[config.mk]
export PLATFORM = sky130hd
export DESIGN_NAME = mem_arbiter
export DESIGN_NICKNAME = d
export VERILOG_FILES = /design/src/rtl/mem_arbiter.sv
export SDC_FILE = /design/constraint.sdc
export NUM_CORES = 1
export LEC_CHECK = 0
export CAP_MARGIN = 5
export CORE_AREA = 2 2 216 218
export CTS_BUF_LIST = sky130_fd_sc_hd__clkbuf_8
export DETAILED_ROUTE_END_ITERATION = 8
export DIE_AREA = 0 0 218 220
export PLACE_DENSITY_LB_ADDON = 0.08
export RECOVER_POWER = 25
export SYNTH_ARGS = -nofsm -noshare
export SYNTH_HDL_FRONTEND = slang
export SYNTH_SLANG_ARGS = --single-unit
[constraint.sdc]
create_clock -name clock -period 5.5 [get_ports clock]
set_clock_uncertainty 0.15 [all_clocks]
set_input_delay 1.375 -clock clock [delete_from_list [all_inputs] [get_ports clock]]
set_output_delay 1.375 -clock clock [all_outputs]
set_load 0.005 [all_outputs]
[src/rtl/mem_arbiter.sv]
// mem_arbiter: arbitrates MSHR and icache requests onto one memory port and routes load returns by tag.
//   clock, reset (async, active-low)
//   dc_command/dc_addr/dc_data        : MSHR request
//   ic_command/ic_addr                : icache request (loads only)
//   mem2proc_response/_data/_tag      : memory accept tag and load return
//   proc2mem_command/_addr/_data      : granted request to memory
//   dc_response/ic_response           : accept tag for the granted requester
//   dc_mem_tag/_data, ic_mem_tag/_data: load return routed to its owner
//   outstanding                       : loads in flight (saturates at 15)
module mem_arbiter #(
    parameter int STARVE_LIMIT = 4,
    parameter int NUM_TAGS     = 16
) (
    input  logic        clock,
    input  logic        reset,
    input  logic [1:0]  dc_command,
    input  logic [63:0] dc_addr,
    input  logic [63:0] dc_data,
    input  logic [1:0]  ic_command,
    input  logic [63:0] ic_addr,
    input  logic [3:0]  mem2proc_response,
    input  logic [63:0] mem2proc_data,
    input  logic [3:0]  mem2proc_tag,
    output logic [1:0]  proc2mem_command,
    output logic [63:0] proc2mem_addr,
    output logic [63:0] proc2mem_data,
    output logic [3:0]  dc_response,
    output logic [3:0]  ic_response,
    output logic [3:0]  dc_mem_tag,
    output logic [63:0] dc_mem_data,
    output logic [3:0]  ic_mem_tag,
    output logic [63:0] ic_mem_data,
    output logic [4:0]  outstanding
);
    localparam logic [1:0] BUS_NONE = 2'd0, BUS_LOAD = 2'd1;
    localparam logic [2:0] LIMIT = 3'(STARVE_LIMIT);
    logic [NUM_TAGS-1:0] tag_valid, tag_owner;
    logic [2:0] starve_cnt;
    logic ic_load, ic_grant, dc_grant, accepted, alloc, ret_hit, ret_ic;
    always_comb begin
        ic_load          = ic_command == BUS_LOAD;
        ic_grant         = ic_load && (starve_cnt == LIMIT || dc_command == BUS_NONE);
        dc_grant         = !ic_grant && dc_command != BUS_NONE;
        proc2mem_command = dc_grant ? dc_command : ic_grant ? BUS_LOAD : BUS_NONE;
        proc2mem_addr    = dc_grant ? dc_addr : ic_grant ? ic_addr : '0;
        proc2mem_data    = dc_grant ? dc_data : '0;
        dc_response      = dc_grant ? mem2proc_response : '0;
        ic_response      = ic_grant ? mem2proc_response : '0;
        accepted         = (dc_grant || ic_grant) && mem2proc_response != '0;
        alloc            = accepted && proc2mem_command == BUS_LOAD;
        // routing uses the table as it stands before this edge, so a same-tag allocation cannot steal the return
        ret_hit          = mem2proc_tag != '0 && tag_valid[mem2proc_tag];
        ret_ic           = ret_hit && tag_owner[mem2proc_tag];
        dc_mem_tag       = ret_hit && !ret_ic ? mem2proc_tag : '0;
        dc_mem_data      = ret_hit && !ret_ic ? mem2proc_data : '0;
        ic_mem_tag       = ret_ic ? mem2proc_tag : '0;
        ic_mem_data      = ret_ic ? mem2proc_data : '0;
    end
    always_ff @(posedge clock or negedge reset) begin
        if (!reset) begin
            tag_valid   <= '0;
            tag_owner   <= '0;
            starve_cnt  <= '0;
            outstanding <= '0;
        end else begin
            if (ret_hit) tag_valid[mem2proc_tag] <= 1'b0;
            // allocation is written last so it wins over a same-tag return
            if (alloc) begin
                tag_valid[mem2proc_response] <= 1'b1;
                tag_owner[mem2proc_response] <= ic_grant;
            end
            if (alloc && !ret_hit && outstanding != 5'd15) outstanding <= outstanding + 5'd1;
            else if (!alloc && ret_hit && outstanding != 5'd0) outstanding <= outstanding - 5'd1;
            if (!ic_load || (ic_grant && accepted)) starve_cnt <= '0;
            else if (starve_cnt != LIMIT) starve_cnt <= starve_cnt + 3'd1;
        end
    end
endmodule

==> reports/metrics.cfg <==
[status]
status = finished with violations
violated_checks = max-capacitance violations, max-slew violations

[clock_tree]
clock_tree_from_tritoncts = yes
ctsLongestPathBuffers = 2
h-tree-depth = 2
clkLatencyLatePin_ns = 0.31
ctsHoldBuffers = 0
cts.sink_count = 40
clock-root-buffer = sky130_fd_sc_hd__clkbuf_8
cts_made_buffers = 5
cts.clk_slew.worst_paths_ns = 0.09

[detailed_routing]
totalWireLength_um = 35700
dr.pass1.iters = 4
route.detailed.wl_per_inst_um = 20.4
routed-via-count = 6373
antenna_left = 0
initialDrtViolationCount = 202
post-route-drc-count = 0
number_of_vias_per_cell = 3.64

[power_and_ir_drop]
power_report.internal_total_mw = 1.17
combPwrFrac = 0.622
p_leak_nw = 4.24
power.density_mw_per_mm2 = 167
post-layout-total-power_mw = 1.80
pwr-share-seq = 0.228
vdd.ir_drop.worst_uv = 82.6
power.switching_mw = 0.628
switching_share = 0.349
power.share.clock = 0.150

[run]
max-cap-violations = 1

[critical_path]
cell_repeated_most_along_the_worst_path = sky130_fd_sc_hd__buf_12
cp.required_ns = 3.97
reg2reg_setup_slack_ns = 1.81
reg2reg_depth = 13
cp.arrival_ns = 3.84
worstSetupPathType = input pin to output pin
worstReg2RegEnd = outstanding[4]$_DFFE_PN0P_
worst_path_max_delay_cell = sky130_fd_sc_hd__mux4_2
worst_r2r_src = starve_cnt[0]$_DFFE_PN0P_
path_cells = clkdlybuf4s50_1, buf_12, mux4_2, o211ai_4, nand2_4, buf_12, buf_12, nand2_1, nor2_1, clkdlybuf4s50_1
timing.critical_path.to_type = output pin
worst_path_largest_cell_delay_ns = 0.53
worst-path-max-fanout = 27
start_kind = input pin

[layout]
layout_commonest_cell = sky130_fd_sc_hd__clkdlybuf4s50_1
area.growth.synth_to_final_pct = 162
number_of_standard_cells_in_the_final_layout_excluding_fillers = 1751
drive_gt1_frac = 0.0631
final_design_area_no_fill_mm2 = 0.0108
n_fill_cell = 5125
layout.nets = 1416
layout_common_cells = sky130_fd_sc_hd__clkdlybuf4s50_1, sky130_fd_sc_hd__nor2_1, sky130_fd_sc_hd__nand2_1

[floorplanning]
initial_core_util = 0.0898
fp-row-count = 79
boundaryPins = 549
design.die.area_mm2 = 0.0480
core_mm2 = 0.0459
width_of_the_die_um = 218
height_of_the_chip_um = 220

[sta]
clock.fmax_mhz = 186
max_slew_margin_vs_limit = -0.571
rsz0062_at_grt = false
tightest_slew_ns = 2.36
setup_viol = 0
final_hold_viol_count = 0
timing.final.max_slew_violations = 41
post_layout_min_period_ns = 5.37
fin_hold_ws_ns = 0.233
layout_worst_path_cycle_share = 0.976
timing.setup.tns_ns = 0

[synth]
yosysUniqueCellTypes = 44
ys_seq_elements = 40
ys.warnings.count = 0
netlist_area_mm2 = 0.00412
synth_flop_cell = sky130_fd_sc_hd__dfrtp_1
synth_enable_flop_cells = 0
mappedNetlistNets = 870
post_synthesis_sequential_area_ratio = 0.243
synthArstFlopShare = 1.00
syn_avg_cell_area_um2 = 6.93
post_synth_inst_count = 594

[placed_design]
placed_cells_incl_taps = 1734
routability_congestion_estimate_from_global_placement = 0.823
detailedPlacementHpwl_um = 31300
buffer_ports.inserted = 548
dpl-instance-area_mm2 = 0.0106

[global_routing]
grt_pass1_vias = 6210
grt_first_pass_wirelength_um = 47700
grt_max_degree = 49
grt_usage = 0.139
initial_antenna_violation_count = 16
gr-total-overflow = 0

[min_path]
hold-path-cell-count = 0
hold-path-endpoint = tag_valid[0]$_DFF_PN0_
holdCritPathClass = flip-flop to flip-flop
min_from = tag_valid[0]$_DFF_PN0_

[cell type report]
| class | count | area (µm²) | area share |
|---|---|---|---|
| Antenna cell | 3 | 7.51 | 0.000696 |
| Multi-Input combinational cell | 496 | 2920 | 0.271 |
| Timing Repair Buffer | 591 | 5960 | 0.552 |
| Clock buffer | 6 | 82.6 | 0.00765 |
| Tap cell | 607 | 759 | 0.0704 |
| Inverter | 6 | 22.5 | 0.00209 |
| Sequential cell | 40 | 1000 | 0.0928 |
| Clock inverter | 2 | 38.8 | 0.00360 |
[critical path: cells and delay by family]
family | cells | cell delay [ns]
mux | 1 | 0.53
simple gates | 3 | 0.26
compound gates | 1 | 0.23
buf+inv | 5 | 1.41
[Yosys cell counts, types with 4 or more instances]
master / n / area, µm²
sky130_fd_sc_hd__clkbuf_1: 37 / 139
sky130_fd_sc_hd__or2_2: 4 / 25.0
sky130_fd_sc_hd__buf_1: 5 / 18.8
sky130_fd_sc_hd__nand2_1: 87 / 327
sky130_fd_sc_hd__nand2b_1: 8 / 50.1
sky130_fd_sc_hd__inv_1: 6 / 22.5
sky130_fd_sc_hd__ha_1: 5 / 62.6
sky130_fd_sc_hd__and3_1: 7 / 43.8
sky130_fd_sc_hd__and2_1: 72 / 450
sky130_fd_sc_hd__nor2_1: 142 / 533
sky130_fd_sc_hd__a22o_1: 64 / 561
sky130_fd_sc_hd__nor3_1: 4 / 20.0
sky130_fd_sc_hd__o21ai_0: 45 / 225
sky130_fd_sc_hd__buf_2: 8 / 40.0
sky130_fd_sc_hd__nand3_1: 5 / 25.0
sky130_fd_sc_hd__a21oi_1: 6 / 30.0
sky130_fd_sc_hd__dfrtp_1: 40 / 1000
sky130_fd_sc_hd__mux4_2: 6 / 135
[per-layer routing]
metal | vias up | global-route usage | share of wire
met1 | 2851 | 0.133 | 0.33
met4 | 14 | 0.0247 | 0.0099
met5 | - | 0 | 0.0027
met2 | 373 | 0.279 | 0.54
met3 | 32 | 0.0555 | 0.11
li1 | 3103 | - | -
[power groups by stage]
| stage | clock network [mW] | registers [mW] | logic [mW] |
|---|---|---|---|
| after floorplan | 0 | 0.404 | 0.407 |
| after global placement | 0 | 0.421 | 1.15 |
| after detailed placement | 0 | 0.419 | 1.14 |
| after CTS | 0.290 | 0.413 | 1.15 |
| after global routing | 0.302 | 0.424 | 1.22 |
| final | 0.270 | 0.410 | 1.12 |
[sequential cells by signal (all words and copies together) (netlist names)]
register / count
outstanding: 5
starve_cnt: 3
tag_owner: 16
tag_valid: 16
[repair_timing]
action                     in CTS  in global routing
pin swaps                       0                  2
gates resized for setup         3                  4
setup endpoints to repair      15                 95
buffers inserted                0                  5
gates cloned                    0                  1
[how the worst max path moves through the flow]
stage                         start              end  slack [ns]
finish              mem2proc_tag[1]  ic_mem_data[23]        0.13
global route        mem2proc_tag[1]  dc_mem_data[23]       0.009
CTS                 mem2proc_tag[1]   dc_mem_data[8]        0.02
detailed placement  mem2proc_tag[1]   dc_mem_data[9]       -0.08
global placement    mem2proc_tag[1]   dc_mem_data[9]       -0.09
floorplan           mem2proc_tag[0]  dc_mem_data[44]        1.16
[metrics by stage]
| stage | setup slack (ns) | utilization |
|---|---|---|
| floorplan | 1.16 | - |
| global placement | -0.0868 | 0.230 |
| detailed placement | -0.0832 | 0.230 |
| CTS | 0.0219 | 0.233 |
| global route | 0.00924 | 0.235 |
| finish | 0.134 | 0.235 |
[logic make-up after synthesis]
| kind of cell | Yosys count | share of synthesized area |
|---|---|---|
| xor+xnor | 5 | 0.0106 |
| flops | 40 | 0.243 |
| simple gates | 333 | 0.364 |
| fa+ha+maj | 6 | 0.0201 |
| buf+inv | 58 | 0.0581 |
| compound gates | 137 | 0.244 |
| mux | 15 | 0.0596 |
(Power assumes the default switching activity.)
